File: config.mk
export PLATFORM = sky130hd
export DESIGN_NAME = rgb_pwm_sequencer
export DESIGN_NICKNAME = d
export VERILOG_FILES = /design/src/rtl/rgb_pkg.sv /design/src/rtl/pwm_timebase.sv /design/src/rtl/rgb_pwm_sequencer.sv
export SDC_FILE = /design/constraint.sdc
export NUM_CORES = 1
export LEC_CHECK = 0
export CORE_AREA = 2 2 44 86
export CTS_CLUSTER_DIAMETER = 150
export DETAILED_ROUTE_END_ITERATION = 8
export DIE_AREA = 0 0 46 88
export HOLD_SLACK_MARGIN = 0.15
export PLACE_DENSITY = 0.77
export SLEW_MARGIN = 20
export SYNTH_ARGS = -nofsm -noshare
export SYNTH_HDL_FRONTEND = slang
export SYNTH_SLANG_ARGS = --single-unit
File: constraint.sdc
create_clock -name CLK -period 1.8 [get_ports CLK]
set_clock_uncertainty 0.15 [all_clocks]
set_input_delay 0.18 -clock CLK [delete_from_list [all_inputs] [get_ports CLK]]
set_output_delay 0.18 -clock CLK [all_outputs]
set_load 0.02 [all_outputs]
File: src/rtl/rgb_pkg.sv
// Shared constants, state encoding and colour-rotation helper for the RGB PWM blocks.
package rgb_pkg;

    localparam logic [2:0] CH_R = 3'b001;
    localparam logic [2:0] CH_G = 3'b010;
    localparam logic [2:0] CH_B = 3'b100;

    localparam int PWM_MAX = 9;
    localparam int COL_MAX = 10;

    typedef enum logic [1:0] {
        MANUAL,
        AUTO_UP,
        AUTO_DN
    } seq_state_t;

    // R -> G -> B -> R as a left rotate of the hot-one select
    function automatic logic [2:0] next_colour(input logic [2:0] sel);
        return {sel[1:0], sel[2]};
    endfunction

endpackage

File: src/rtl/pwm_timebase.sv
// Shared PWM timebase: prescaler, 0..9 main counter and a one-cycle wrap pulse.
module pwm_timebase
    import rgb_pkg::*;
#(
    parameter int PRESC_MAX = 999
) (
    input  logic       clk,
    input  logic       rst_n,
    output logic [3:0] main_cnt,
    output logic       pwm_wrap
);

    localparam int PW = $clog2(PRESC_MAX + 1);

    logic [PW-1:0] presc;

    // pwm_wrap is high in the first cycle that main_cnt reads 0 after 9
    always_ff @(posedge clk or negedge rst_n) begin
        if (!rst_n) begin
            presc    <= '0;
            main_cnt <= '0;
            pwm_wrap <= 1'b0;
        end else begin
            pwm_wrap <= 1'b0;
            if (presc == PW'(PRESC_MAX)) begin
                presc <= '0;
                if (main_cnt == 4'(PWM_MAX)) begin
                    main_cnt <= '0;
                    pwm_wrap <= 1'b1;
                end else begin
                    main_cnt <= main_cnt + 1'b1;
                end
            end else begin
                presc <= presc + 1'b1;
            end
        end
    end

endmodule

File: src/rtl/rgb_pwm_sequencer.sv
// RGB LED sequencer: owns the PWM timebase and colour select, turns button pulses
// into slice step/direction controls and runs the automatic fade in AUTO mode.
module rgb_pwm_sequencer
    import rgb_pkg::*;
#(
    parameter int PRESC_MAX = 999,
    parameter int FADE_DIV  = 4
) (
    input  logic       CLK,
    input  logic       CLR_N,
    input  logic       BTN_SEL,
    input  logic       BTN_STEP,
    input  logic       BTN_DIR,
    input  logic       BTN_MODE,
    output logic [3:0] MAIN_CNT,
    output logic [2:0] H1,
    output logic       INCR,
    output logic       DIR_CNT,
    output logic       COL_CLR,
    output logic       MODE
);

    localparam int FW = $clog2(FADE_DIV + 1);

    seq_state_t    state;
    logic [3:0]    step_cnt;
    logic [FW-1:0] fade_div;
    logic          pwm_wrap;

    pwm_timebase #(
        .PRESC_MAX(PRESC_MAX)
    ) u_timebase (
        .clk     (CLK),
        .rst_n   (CLR_N),
        .main_cnt(MAIN_CNT),
        .pwm_wrap(pwm_wrap)
    );

    always_ff @(posedge CLK or negedge CLR_N) begin
        if (!CLR_N) begin
            state    <= MANUAL;
            H1       <= CH_R;
            INCR     <= 1'b0;
            DIR_CNT  <= 1'b0;
            COL_CLR  <= 1'b0;
            MODE     <= 1'b0;
            step_cnt <= '0;
            fade_div <= '0;
        end else begin
            INCR    <= 1'b0;
            COL_CLR <= 1'b0;
            if (BTN_MODE) begin
                if (state == MANUAL) begin
                    state    <= AUTO_UP;
                    MODE     <= 1'b1;
                    COL_CLR  <= 1'b1;
                    H1       <= CH_R;
                    DIR_CNT  <= 1'b0;
                    step_cnt <= '0;
                    fade_div <= '0;
                end else begin
                    state <= MANUAL;
                    MODE  <= 1'b0;
                end
            end else begin
                case (state)
                    MANUAL: begin
                        if (BTN_SEL) begin
                            H1 <= next_colour(H1);
                        end else if (BTN_STEP) begin
                            INCR <= 1'b1;
                        end
                        if (BTN_DIR) begin
                            DIR_CNT <= ~DIR_CNT;
                        end
                    end
                    default: begin
                        if (pwm_wrap) begin
                            if (fade_div == FW'(FADE_DIV - 1)) begin
                                fade_div <= '0;
                                INCR     <= 1'b1;
                                step_cnt <= step_cnt + 1'b1;
                            end else begin
                                fade_div <= fade_div + 1'b1;
                            end
                        end
                        // Turn around one cycle after the 10th step so DIR_CNT/H1
                        // never move while INCR is high.
                        if (INCR && step_cnt == 4'(COL_MAX)) begin
                            step_cnt <= '0;
                            if (state == AUTO_UP) begin
                                state   <= AUTO_DN;
                                DIR_CNT <= 1'b1;
                            end else begin
                                state   <= AUTO_UP;
                                DIR_CNT <= 1'b0;
                                H1      <= next_colour(H1);
                            end
                        end
                    end
                endcase
            end
        end
    end

endmodule

==> report_table.html <==
<table>
<tr><th>Metric</th><th>Value</th></tr>
<tr><th colspan="2">Status</th></tr>
<tr><td>Result of the run</td><td>finished, final reports clean</td></tr>
<tr><th colspan="2">Synth</th></tr>
<tr><td>Main combinational cell family by area after synthesis</td><td>simple AND/OR/NAND/NOR gates</td></tr>
<tr><td>Adder-cell area share of the yosys netlist</td><td>0.0563</td></tr>
<tr><td>Synth Cell Area</td><td>0.00156 mm2</td></tr>
<tr><td>Post-synthesis net count</td><td>161</td></tr>
<tr><td>Post-synth EDFFs</td><td>0</td></tr>
<tr><td>Number of synthesis warnings</td><td>0</td></tr>
<tr><td>XOR/XNOR Fraction of Synth Area</td><td>0.0619</td></tr>
<tr><td>Asr flop ratio synth</td><td>1.00</td></tr>
<tr><td>Yosys reg bits</td><td>31</td></tr>
<tr><td>Area leader, netlist</td><td>sky130_fd_sc_hd__dfrtp_1</td></tr>
<tr><td>Synthesized instance count</td><td>148</td></tr>
<tr><td>Proportion of netlist area held by the largest area contributor</td><td>0.482</td></tr>
<tr><td>Cell with the most instances after synthesis</td><td>sky130_fd_sc_hd__dfrtp_1</td></tr>
<tr><td>Multiplexer share of the synthesized area</td><td>0.0145</td></tr>
<tr><td>Post-synth top flop</td><td>sky130_fd_sc_hd__dfrtp_1</td></tr>
<tr><td>Compound-gate portion of the synthesized area</td><td>0.101</td></tr>
<tr><td>Cell types with the largest area share after synthesis</td><td>sky130_fd_sc_hd__dfrtp_1, sky130_fd_sc_hd__ha_1, sky130_fd_sc_hd__nor2_1</td></tr>
<tr><td>Number of library cell types mapped by synthesis</td><td>40</td></tr>
<tr><td>Post-Synth Simple-Gate Area</td><td>0.250</td></tr>
<tr><td>Proportion of synthesized chip area in sequential cells</td><td>0.499</td></tr>
<tr><td>Cell types with the highest counts after synthesis</td><td>sky130_fd_sc_hd__dfrtp_1, sky130_fd_sc_hd__nor2_1, sky130_fd_sc_hd__nand2_1</td></tr>
<tr><td>Average instance area after synthesis</td><td>10.5 um2</td></tr>
<tr><th colspan="2">Floorplanning</th></tr>
<tr><td>Starting density of the core</td><td>0.461</td></tr>
<tr><td>Die Width</td><td>46 um</td></tr>
<tr><td>Number of rows in the core area</td><td>30</td></tr>
<tr><td>Area of the die</td><td>0.00405 mm2</td></tr>
<tr><td>Top-level I/O count</td><td>17</td></tr>
<tr><td>Placeable core region</td><td>0.00338 mm2</td></tr>
<tr><td>Height of the chip</td><td>88 um</td></tr>
<tr><th colspan="2">CTS</th></tr>
<tr><td>CTS Buffer Depth</td><td>2</td></tr>
<tr><td>Clock buffer count from CTS</td><td>5</td></tr>
<tr><td>Root buf cell</td><td>sky130_fd_sc_hd__clkbuf_8</td></tr>
<tr><td>Clock tree from TritonCTS</td><td>done</td></tr>
<tr><td>Sink count of the clock tree</td><td>31</td></tr>
<tr><td>H-tree depth</td><td>2</td></tr>
<tr><td>Number of buffers added to fix hold violations after cts</td><td>0</td></tr>
<tr><td>CTS clock-pin slew for the worst setup and hold paths</td><td>70 ps</td></tr>
<tr><td>Source-to-sink clock delay at the later pin of the worst-skew pair</td><td>280 ps</td></tr>
<tr><th colspan="2">Global routing</th></tr>
<tr><td>Total global-route track usage</td><td>0.195</td></tr>
<tr><td>Total congestion overflow</td><td>0</td></tr>
<tr><td>Wire length of the first global-routing pass</td><td>5.70 mm</td></tr>
<tr><td>Largest net degree at the start of global routing</td><td>32</td></tr>
<tr><td>Vias in the first global route</td><td>1329</td></tr>
<tr><td>Initial antenna violation count</td><td>0</td></tr>
<tr><th colspan="2">STA</th></tr>
<tr><td>Worst Max-Slew Pin Slew</td><td>392 ps</td></tr>
<tr><td>RSZ-0062 raised after global routing</td><td>no</td></tr>
<tr><td>Max transition margin</td><td>0.739</td></tr>
<tr><td>Setup violators final</td><td>0</td></tr>
<tr><td>Maximum clock frequency</td><td>0.576 GHz</td></tr>
<tr><td>Pins Over Slew Limit</td><td>0</td></tr>
<tr><td>Fin. Hold Viols</td><td>0</td></tr>
<tr><td>Post-layout minimum cycle time</td><td>1740 ps</td></tr>
<tr><td>Final period utilization</td><td>0.965</td></tr>
<tr><th colspan="2">Place</th></tr>
<tr><td>Count of buffers from port buffering</td><td>16</td></tr>
<tr><td>Placed Cells</td><td>206</td></tr>
<tr><td>Placed wire-length estimate</td><td>2.58 mm</td></tr>
<tr><td>GPL Wtd Cong</td><td>0.881</td></tr>
<tr><td>Area after detailed placement</td><td>0.00184 mm2</td></tr>
<tr><th colspan="2">Finish</th></tr>
<tr><td>Area occupied by registers</td><td>777 um2</td></tr>
<tr><td>Antenna Cells</td><td>0</td></tr>
<tr><td>Post-route cell area</td><td>0.00200 mm2</td></tr>
<tr><td>Final net count</td><td>195</td></tr>
<tr><td>Post-Layout Cell Count</td><td>215</td></tr>
<tr><td>Filler Cells Inserted</td><td>282</td></tr>
<tr><td>Post-route core utilization</td><td>0.593</td></tr>
<tr><td>Layout cell share with drive strength beyond 1</td><td>0.213</td></tr>
<tr><td>Area growth syn-to-layout</td><td>28.7%</td></tr>
<tr><td>Multi-input combinational cell area</td><td>795 um2</td></tr>
<tr><th colspan="2">Setup path</th></tr>
<tr><td>Slowest Stage Delay on Critical Path</td><td>660 ps</td></tr>
<tr><td>Family with the most delay on the worst path</td><td>buffers and inverters</td></tr>
<tr><td>Critical path, cell by cell</td><td>clkdlybuf4s50_1</td></tr>
<tr><td>Critical path class</td><td>reg2out</td></tr>
<tr><td>Critical Path Sink Type</td><td>output port</td></tr>
<tr><td>CP Data Arrival Time</td><td>1410 ps</td></tr>
<tr><td>Worst setup SP type</td><td>flip-flop</td></tr>
<tr><td>Max stage delay cell, worst path</td><td>sky130_fd_sc_hd__clkdlybuf4s50_1</td></tr>
<tr><td>Critical path buffer and inverter count</td><td>1</td></tr>
<tr><td>Data required time of the worst path</td><td>1470 ps</td></tr>
<tr><td>Largest fanout on the critical path</td><td>7</td></tr>
<tr><th colspan="2">Detailed routing</th></tr>
<tr><td>Detail Route Antenna Nets</td><td>0</td></tr>
<tr><td>Initial detailed-routing violation count</td><td>21</td></tr>
<tr><td>Highest metal used</td><td>met4</td></tr>
<tr><td>Overall via count from detail_route</td><td>1242</td></tr>
<tr><td>Detailed route wirelength on metal3</td><td>116 um</td></tr>
<tr><td>Number of vias per cell</td><td>5.78</td></tr>
<tr><td>1st-pass router iterations</td><td>4</td></tr>
<tr><td>Routed wire length on met2</td><td>1.99 mm</td></tr>
<tr><td>Average wire length per cell after detail routing</td><td>15.9 um</td></tr>
<tr><td>DRC violations left</td><td>0</td></tr>
<tr><td>Wirelength, routed</td><td>3.42 mm</td></tr>
<tr><td>Sum of routed wire segments on met1</td><td>1.23 mm</td></tr>
<tr><th colspan="2">Flow run</th></tr>
<tr><td>Max-cap violations</td><td>0</td></tr>
<tr><th colspan="2">Power</th></tr>
<tr><td>Max rail drop VDD</td><td>0.867 mV</td></tr>
<tr><td>Power per cell area</td><td>1090 mW/mm2</td></tr>
<tr><td>Cell leakage power</td><td>0.931 nW</td></tr>
<tr><th colspan="2">Hold path</th></tr>
<tr><td>Worst hold path class</td><td>in2async</td></tr>
</table>
[cell usage in the layout, fill, tap and decap left out, types with 2 or more instances in the layout]
master	n
sky130_fd_sc_hd__a22o_1	3
sky130_fd_sc_hd__o21ai_0	4
sky130_fd_sc_hd__a31oi_1	2
sky130_fd_sc_hd__ha_1	5
sky130_fd_sc_hd__mux2_2	2
sky130_fd_sc_hd__nand3_1	9
sky130_fd_sc_hd__nor2_1	17
sky130_fd_sc_hd__nor2b_1	5
sky130_fd_sc_hd__nand2_1	12
sky130_fd_sc_hd__inv_1	2
sky130_fd_sc_hd__and3_1	3
sky130_fd_sc_hd__xnor2_1	5
sky130_fd_sc_hd__nand4_1	2
sky130_fd_sc_hd__dfrtp_1	30
sky130_fd_sc_hd__o22ai_1	2
sky130_fd_sc_hd__a21oi_1	8
sky130_fd_sc_hd__nand4b_1	2
sky130_fd_sc_hd__clkbuf_8	6
sky130_fd_sc_hd__o21a_1	2
sky130_fd_sc_hd__buf_4	13
sky130_fd_sc_hd__clkdlybuf4s50_1	15
sky130_fd_sc_hd__xor2_1	6
[layout make-up]
| type | count | area share |
|---|---|---|
| multi-input cells | 112 | 0.397 |
| flip-flops and latches | 31 | 0.388 |
| repair buffers | 29 | 0.130 |
| clock buffers | 6 | 0.0412 |
| well taps | 32 | 0.0200 |
| clock inverters | 2 | 0.0175 |
| inverters | 3 | 0.00687 |
[flip-flops by register name, summed over array words and instances (netlist names), 2 cells and up]
signal,count
step_cnt,4
H1,3
fade_div,3
state,2
u_timebase.main_cnt,4
u_timebase.presc,10
[worst register-to-register path: cells and delay by family (launching register included)]
family | cells | cell delay, ps
compound gates | 1 | 110
flops | 1 | 400
fa+ha+maj | 1 | 230
simple gates | 3 | 760
[worst paths after layout]
path | startpoint | to | slack [ps] | cells after the start
setup / recovery | u_timebase.main_cnt[1] | MAIN_CNT[1] | 60 | 1
hold / removal | CLR_N | state[1] | 140 | 2
setup reg to reg | u_timebase.presc[1] | u_timebase.main_cnt[1] | 90 | 5
hold reg to reg | MODE | MODE | 360 | 1
max in group asynchronous | CLR_N | H1[0] | 1030 | 2
min in group CLK | BTN_STEP | INCR | 330 | 3
[report_power, final]
group          internal, mW  switching [mW]
logic                 0.308           0.318
registers             0.793          0.0544
clock network         0.448           0.258
total                  1.55           0.631
[repair_timing]
item	4_1_cts	5_1_grt
setup buffers	0	1
setup endpoints to repair	1	10
pin swaps	1	3
resized for setup	0	8
[logic make-up after synthesis]
kind of cell | Yosys count
AO/OA/AOI/OAI | 25
XOR/XNOR | 11
adder cells (fa/ha/maj) | 7
buffers and inverters | 5
flip-flops | 31
multiplexers | 2
AND/OR/NAND/NOR | 67
[per-layer routing]
metal,track usage,up-vias
li1,-,591
met1,0.182,615
met2,0.369,28
met3,0.0495,8
met4,0.0805,0
met5,0,-
[stage by stage]
step	power, mW	setup slack [ps]	TNS, ps	hold slack [ps]
6_report	2.18	63.3	0	140
4_1_cts	2.17	1.89	0	153
3_3_place_gp	1.43	-40.8	-57.6	342
3_5_place_dp	1.46	-127	-311	350
2_1_floorplan	1.19	53.0	0	-266
5_1_grt	2.29	6.72	0	178
Note: power is estimated with default switching activity, not from simulation.
